`src/rtl/tt_eval_pkg.sv`:
```
// rtl/tt_eval_pkg.sv - shared types, constants and helpers for the truth-table evaluator
// Contents:
//   tt_state_t      : evaluator FSM states (IDLE, SWEEP, DONE)
//   TT_W_MAX        : widest supported truth table (N_IN = 8)
//   TT_INIT_DEFAULT : reset truth table for the 4-input default build
//   tt_w(n)         : truth-table width for an n-input function
package tt_eval_pkg;

    typedef enum logic [1:0] {
        IDLE  = 2'd0,
        SWEEP = 2'd1,
        DONE  = 2'd2
    } tt_state_t;

    localparam int TT_W_MAX = 256;

    localparam logic [15:0] TT_INIT_DEFAULT = 16'h381A;

    function automatic int tt_w(input int n);
        return 1 << n;
    endfunction

endpackage

```
`src/rtl/tt_sweep_eval_mux.sv`:
```
// rtl/tt_sweep_eval_mux.sv - combinational TT_W:1 truth-table lookup
// Module tt_lut_mux, shared by the single-evaluation and sweep paths.
// Ports:
//   tt  : truth table, bit i = function value for input index i
//   sel : input index
//   y   : tt[sel]
module tt_lut_mux
    import tt_eval_pkg::*;
#(
    parameter int N_IN = 4,
    localparam int TT_W = tt_w(N_IN)
) (
    input  logic [TT_W-1:0] tt,
    input  logic [N_IN-1:0] sel,
    output logic            y
);

    assign y = tt[sel];

endmodule

```
`src/rtl/tt_sweep_eval.sv`:
```
// rtl/tt_sweep_eval.sv - registered N-input truth-table evaluator with self-check sweep
// Optional feature macro: TT_SWEEP_EN (sweep FSM, index counter, comparator).
// Ports:
//   clk, rst                        : clock, synchronous active-high reset
//   cfg_valid/cfg_ready/cfg_tt      : truth-table reload handshake
//   in_valid/in_ready/in_vec        : evaluation request handshake
//   out_valid/out_ready/out_bit     : evaluation result handshake (1-cycle latency)
//   sweep_start, sweep_expect       : sweep request and golden signature
//   sweep_busy, sweep_done          : sweep in progress / one-cycle completion pulse
//   sweep_match, sweep_sig          : compare result and rebuilt signature
module tt_sweep_eval
    import tt_eval_pkg::*;
#(
    parameter int N_IN = 4,
    localparam int TT_W = tt_w(N_IN),
    parameter logic [TT_W-1:0] TT_INIT = TT_W'(TT_INIT_DEFAULT)
) (
    input  logic            clk,
    input  logic            rst,
    input  logic            cfg_valid,
    output logic            cfg_ready,
    input  logic [TT_W-1:0] cfg_tt,
    input  logic            in_valid,
    output logic            in_ready,
    input  logic [N_IN-1:0] in_vec,
    output logic            out_valid,
    input  logic            out_ready,
    output logic            out_bit,
    input  logic            sweep_start,
    input  logic [TT_W-1:0] sweep_expect,
    output logic            sweep_busy,
    output logic            sweep_done,
    output logic            sweep_match,
    output logic [TT_W-1:0] sweep_sig
);

    logic [TT_W-1:0] tt_q;
    logic [N_IN-1:0] lut_sel;
    logic            lut_y;
    logic            in_accept;
    tt_state_t       state_q;

    assign cfg_ready = (state_q == IDLE);
    assign in_ready  = (state_q == IDLE) && (!out_valid || out_ready);
    assign in_accept = in_valid && in_ready;

    tt_lut_mux #(.N_IN(N_IN)) u_lut_mux (
        .tt  (tt_q),
        .sel (lut_sel),
        .y   (lut_y)
    );

    // The lookup reads tt_q before the load lands, so an evaluation accepted
    // alongside a table load sees the old table.
    always_ff @(posedge clk) begin
        if (rst) begin
            tt_q      <= TT_INIT;
            out_valid <= 1'b0;
            out_bit   <= 1'b0;
        end else begin
            if (cfg_valid && cfg_ready) begin
                tt_q <= cfg_tt;
            end
            if (in_accept) begin
                out_valid <= 1'b1;
                out_bit   <= lut_y;
            end else if (out_ready) begin
                out_valid <= 1'b0;
            end
        end
    end

`ifdef TT_SWEEP_EN

    tt_state_t       state_d;
    logic [N_IN-1:0] idx_q;
    logic            idx_last;
    logic            match_q;
    logic            sig_eq;

    assign idx_last = &idx_q;
    assign sig_eq   = (sweep_sig == sweep_expect);
    assign lut_sel  = (state_q == SWEEP) ? idx_q : in_vec;

    always_ff @(posedge clk) begin
        if (rst) begin
            state_q <= IDLE;
        end else begin
            state_q <= state_d;
        end
    end

    always_comb begin
        state_d = state_q;
        case (state_q)
            IDLE:    if (sweep_start) state_d = SWEEP;
            SWEEP:   if (idx_last)    state_d = DONE;
            DONE:    state_d = IDLE;
            default: state_d = IDLE;
        endcase
    end

    always_ff @(posedge clk) begin
        if (rst) begin
            idx_q     <= '0;
            sweep_sig <= '0;
            match_q   <= 1'b0;
        end else begin
            case (state_q)
                IDLE: begin
                    if (sweep_start) begin
                        idx_q     <= '0;
                        sweep_sig <= '0;
                        match_q   <= 1'b0;
                    end
                end
                SWEEP: begin
                    sweep_sig[idx_q] <= lut_y;
                    // Saturate on the last index rather than wrapping to 0.
                    if (!idx_last) begin
                        idx_q <= idx_q + 1'b1;
                    end
                end
                DONE: begin
                    match_q <= sig_eq;
                end
                default: ;
            endcase
        end
    end

    assign sweep_busy  = (state_q == SWEEP);
    assign sweep_done  = (state_q == DONE);
    // During DONE the live compare is shown so the result is valid with the pulse.
    assign sweep_match = (state_q == DONE) ? sig_eq : match_q;

`else

    logic unused_sweep;

    assign state_q      = IDLE;
    assign lut_sel      = in_vec;
    assign sweep_busy   = 1'b0;
    assign sweep_done   = 1'b0;
    assign sweep_match  = 1'b0;
    assign sweep_sig    = '0;
    assign unused_sweep = ^{sweep_start, sweep_expect};

`endif

endmodule

```
`config.mk`:
```
export PLATFORM = sky130hd
export DESIGN_NAME = tt_sweep_eval
export DESIGN_NICKNAME = d
export VERILOG_FILES = /design/src/rtl/tt_eval_pkg.sv /design/src/rtl/tt_sweep_eval_mux.sv /design/src/rtl/tt_sweep_eval.sv
export SDC_FILE = /design/constraint.sdc
export NUM_CORES = 1
export LEC_CHECK = 0
export CORE_ASPECT_RATIO = 0.75
export CORE_UTILIZATION = 32
export DETAILED_ROUTE_END_ITERATION = 8
export PLACE_DENSITY = 0.78
export SYNTH_ARGS = -nofsm -noshare
export SYNTH_HDL_FRONTEND = slang
export SYNTH_HIERARCHICAL = 1
export SYNTH_SLANG_ARGS = --single-unit
```
`constraint.sdc`:
```
create_clock -name clk -period 1.2 [get_ports clk]
set_input_delay 0.18 -clock clk [delete_from_list [all_inputs] [get_ports clk]]
set_output_delay 0.18 -clock clk [all_outputs]
set_load 0.03 [all_outputs]
```
==> out/results.tsv, run 1 <==
metric	value	unit
routability congestion estimate	0.753	
post-route cell area	0.00127	mm^2
endpoints failing setup	1	
CTS tree	yes	
DRT Pass-1 Iters	4	
adder-cell share of the synthesized area	0	%
gr usage total	12.3	%
sequential element share of the synthesized area	37.0	%
Hold Vio Cnt, Final	0	
largest net degree at the start of global routing	19	
Wirelength per Cell	11.6	um
net load switching power	388	uW
Iter 0 DRT Violations	4	
Worst setup EP type	flip-flop	
Remaining Overflow, GRT	0	
post-synthesis cell area	973	um^2
Setup WS post-layout	-89.9	ps
post-route minimum period	1290	ps
largest family of logic cells by synthesized area	multiplexers	
clock sinks	18	
RSZ-0062 raised after global routing	yes	
CP arrival	1430	ps
HP Start	tt_q[15]	
fillers	246	
die extent in y	49.8	um
Period Utilization, post-route	107	%
outcome	finished with violations	
startpoint types	flip-flop	
Critical Path Fanout Max	2	
reg2reg setup slack	-90	ps
Power Dens Cells	1170	mW/mm^2
antenna fix cells	0	
Placed Instances	153	
die area	0.00327	mm^2
first-pass GRT wire length	2970	um
share of layout cells above drive strength 1	21.5	%
LEAKAGE	0.584	nW
Distinct cells, synth	18	
Ys Warns	6	
final core utilization	46.4	%
hold_buf cts	0	
Pint	1.10	mW
clock-pin slew on the worst setup and hold paths	70	ps
Worst-Skew Late Latency	250	ps
sequential share of power	44.5	%
Mean Syn Cell Area	10.9	um^2
CTS max path bufs	2	
Post-Route WL	1830	um
Nets	164	
post-synthesis xor/xnor area fraction	0	%
Placed Area	0.00122	mm^2
worst reg2reg startpoint	tt_q[8]	
Clock Skew	4.48	ps
Buffers on Ports	27	
Critical Path Source	tt_q[8]	
Synth Register Bits	18	
Peak supply drop	0.707	mV
Max Fclk	775	MHz
Synth top area share	37.0	%
clock share of power	32.3	%
Max-Cap Viols	0	
Synth Area in Simple Gates	10.5	%
Root Driver	clkbuf_8	
post-synthesis mux area share	24.2	%
commonest non-fill, non-tap cells in the layout	22 x clkdlybuf4s50_1, 20 x conb_1, 14 x dfxtp_1	
# rows	16	
Detail Placement HPWL	1430	um
number of global-route vias before repair	654	
Tightest Hold Check Type	flip-flop to flip-flop	
vias per cell	4.27	
largest area contributor in the netlist	dfxtp_1	
core area	0.00274	mm^2
Compound-Gate Fraction of Synth Area	7.46	%
Synth Instances	89	
failing checks	negative setup slack	
starting density of the core	35.5	%
routed via count	671	
IO Pins	65	
drc violations	0	
Switching Share	26.1	%
most common cell after layout, fill and taps aside	clkdlybuf4s50_1	
antenna-violating nets left	0	
Pins Over Slew Limit	0	
H-tree depth	1	
required time worst endpoint	1340	ps
DIE WIDTH	65.7	um
initial antenna violation count	0	
Finished Layout Cells	157	
cts bufs inserted	3	
Comb power frac	23.2	%
CP Class	flip-flop to flip-flop	
Area contributors post-synth	dfxtp_1 37%, buf_4 15%, mux2i_1 13%	
Area Growth Syn to Fin	30.6	%
-- path summary, 6_finish.rpt --
path | endpoint | cells past startpoint
max | out_bit | 5
min reg2reg | tt_q[15] | 2
max reg2reg | out_bit | 5
min | tt_q[15] | 2
-- flip-flops by register name, summed over array words and instances (netlist names) --
register	count
out_valid	1
tt_q	16
out_bit	1
-- power groups by stage --
stage	combinational, mW	sequential (mW)	clock [mW]
6_report	0.345	0.662	0.481
5_1_grt	0.372	0.666	0.532
4_1_cts	0.343	0.659	0.495
3_5_place_dp	0.344	0.671	0
3_3_place_gp	0.334	0.670	0
2_1_floorplan	0.261	0.672	0
-- cell families (layout without fill, tap and decap cells) --
logic type / after synthesis / count (layout)
buffers and inverters: 25 / 39
DFF: 18 / 18
and+or+nand+nor: 18 / 18
muxes: 17 / 17
AOI/OAI and AO/OA: 9 / 9
other: 2 / 20
-- cells in the mapped netlist --
library cell and n:
and2b_4 2, nor2b_1 3, a211o_1 6, nand3_1 1, dfxtp_1 18, mux4_1 4
nor2_1 10, conb_1 2, buf_2 2, inv_1 1, a21oi_1 2, and2b_1 1
a21bo_1 1, buf_6 1, buf_12 1, buf_4 20, nand2b_4 1, mux2i_1 13
-- through the flow --
stage / hold WS [ps] / power, mW / TNS (ps) / worst slack [ps]
after floorplan: 298 / 0.933 / 0 / 0.698
after global placement: 485 / 1.00 / -1540 / -571
after detailed placement: 490 / 1.02 / -2270 / -672
after CTS: 512 / 1.50 / -127 / -127
after global routing: 523 / 1.57 / -148 / -148
final: 501 / 1.49 / -89.9 / -89.9
-- repair_timing --
item / CTS / global route
setup endpoints to repair: 2 / 2
gates cloned: 0 / 0
resized for setup: 5 / 10
buffers inserted: 0 / 0
-- layer usage --
layer	wire length [um]	track usage, %	part of all wire [%]
met5	0	0	0
met4	0	1.09	0
met3	222	7.64	12
met2	817	18.4	45
met1	788	15.3	43
-- cell type report --
type	count	area [um^2]	share of cell area (%)
Inverter	1	3.75	0.295
Multi-Input combinational cell	64	474	37.3
Timing Repair Buffer	34	328	25.8
Clock buffer	4	55.1	4.33
Sequential cell	18	365	28.7
Tap cell	36	45.0	3.54
-- critical path, cell delays in order, from the launching register on --
cell and delay [ps]:
dfxtp_1 330, mux4_2 450, mux2i_1 170, mux2i_1 90, nand3_1 90, a21oi_2 50
Note: power is estimated with default switching activity, not from simulation.
==> run 2: changes to the inputs <==
--- a/config.mk
+++ b/config.mk
@@ -8,7 +8,7 @@
 export CORE_ASPECT_RATIO = 0.75
 export CORE_UTILIZATION = 32
 export DETAILED_ROUTE_END_ITERATION = 8
-export PLACE_DENSITY = 0.78
+export PLACE_DENSITY = 0.82
 export SYNTH_ARGS = -nofsm -noshare
 export SYNTH_HDL_FRONTEND = slang
 export SYNTH_HIERARCHICAL = 1
==> run 2 against run 1 <==
  * The run still ends with negative setup slack left
  * Largest cell class unchanged
  * Clock power up 4%
  * First-iteration DRC count rose by 100%
  * Wire length grew 7.4%
  * Combinational power increased by 3%
  * Clock skew down 2.0 ps
  * Core utilization grew 0.82 points
  * Maximum frequency decreased by 3.5%
  * Sequential share of layout area down 0.50 points
  * Die area unchanged
  * Sequential power is essentially flat
==> out/results.tsv, run 2 (synthesis gave the netlist of run 1 again) <==
metric	value	unit
IO Pins	65	
Hold Vio Cnt, Final	0	
net load switching power	410	uW
top flop regs	tt_q x16, out_bit x1, out_valid x1	
antenna-violating nets left	0	
Comb power frac	23.4	%
startpoint types	flip-flop	
Iter 0 DRT Violations	8	
Nets	164	
Remaining Overflow, GRT	0	
Clock Skew	2.49	ps
post-route cell area	0.00129	mm^2
drc violations	0	
vias per cell	4.28	
routability congestion estimate	0.807	
Tightest Hold Check Type	flip-flop to flip-flop	
H-tree depth	1	
Pint	1.11	mW
first-pass GRT wire length	2940	um
failing checks	negative setup slack	
Critical Path Fanout Max	2	
core area	0.00274	mm^2
Detail Placement HPWL	1410	um
CP arrival	1490	ps
share of layout cells above drive strength 1	20.7	%
Placed Instances	153	
post-route minimum period	1340	ps
Worst setup EP type	flip-flop	
Post-Route WL	1960	um
LEAKAGE	0.594	nW
Setup WS post-layout	-137	ps
clock-pin slew on the worst setup and hold paths	70	ps
Buffers on Ports	27	
Hold WS	508	ps
initial antenna violation count	0	
outcome	finished with violations	
required time worst endpoint	1350	ps
Max Fclk	748	MHz
DRT Pass-1 Iters	2	
number of global-route vias before repair	625	
endpoints failing setup	1	
CTS max path bufs	2	
antenna fix cells	0	
CP Class	flip-flop to flip-flop	
cts bufs inserted	3	
sequential share of power	43.7	%
Max-Cap Viols	0	
die area	0.00327	mm^2
most common cell after layout, fill and taps aside	clkdlybuf4s50_1	
Finished Layout Cells	157	
Peak supply drop	0.805	mV
Wirelength per Cell	12.5	um
Root Driver	clkbuf_8	
CTS tree	yes	
largest net degree at the start of global routing	19	
Worst-Skew Late Latency	250	ps
max reg flops	16	
gr usage total	12.4	%
Total Power	1.51	mW
Area Growth Syn to Fin	32.9	%
Period Utilization, post-route	111	%
hold_buf cts	0	
Placed Area	0.00124	mm^2
# rows	16	
routed via count	672	
die extent in y	49.8	um
Reg with most FFs	tt_q	
Power Dens Cells	1170	mW/mm^2
commonest non-fill, non-tap cells in the layout	22 x clkdlybuf4s50_1, 20 x conb_1, 14 x dfxtp_1	
clock share of power	32.8	%
RSZ-0062 raised after global routing	yes	
Pins Over Slew Limit	0	
starting density of the core	35.5	%
DIE WIDTH	65.7	um
Switching Share	27.1	%
clock sinks	18	
[run 2: stage by stage]
stage / setup TNS (ps) / util, % / setup slack, ps
2_1_floorplan: 0 / - / 0.698
3_3_place_gp: -1960 / 45.1 / -569
3_5_place_dp: -2820 / 45.1 / -675
4_1_cts: -147 / 47.0 / -147
5_1_grt: -208 / 47.2 / -208
6_report: -137 / 47.2 / -137
[run 2: worst paths after layout]
path                  from  cells after the start      end  slack [ps]
setup / recovery  tt_q[15]                      5  out_bit        -140
hold / removal     tt_q[0]                      2  tt_q[0]         510
setup reg to reg  tt_q[15]                      5  out_bit        -140
hold reg to reg    tt_q[0]                      2  tt_q[0]         510
[run 2: final cells by class]
type,count,area [um^2]
inverter,1,3.75
clock buffer,4,55.1
sequential,18,365
fill,256,1450
timing repair buffer,34,347
tap,36,45.0
multi-input combinational,64,478
[run 2: timing repair]
item | CTS | global route
setup buffers | 0 | 0
pin swaps | 0 | 0
endpoints found under the setup margin | 2 | 2
gates resized for setup | 5 | 9
[run 2: power by group through the flow]
stage	registers (mW)	logic (mW)	clock network, mW
floorplan	0.672	0.261	0
global placement	0.670	0.338	0
finish	0.663	0.355	0.498
detailed placement	0.672	0.349	0
global route	0.666	0.379	0.541
CTS	0.660	0.350	0.505
[run 2: critical path: stages, from the launching register on]
cell     delay [ps]
dfxtp_2         330
mux4_2          470
mux2i_1         180
mux2i_1         100
nand3_1         100
a21oi_2          50
[run 2: layer usage]
layer | up-vias | routed length, um | global-route usage (%)
met5 | - | 0 | 0
met4 | 0 | 6 | 2.17
met3 | 2 | 170 | 5.56
met2 | 37 | 907 | 20.1
met1 | 307 | 880 | 15.2
li1 | 326 | - | -
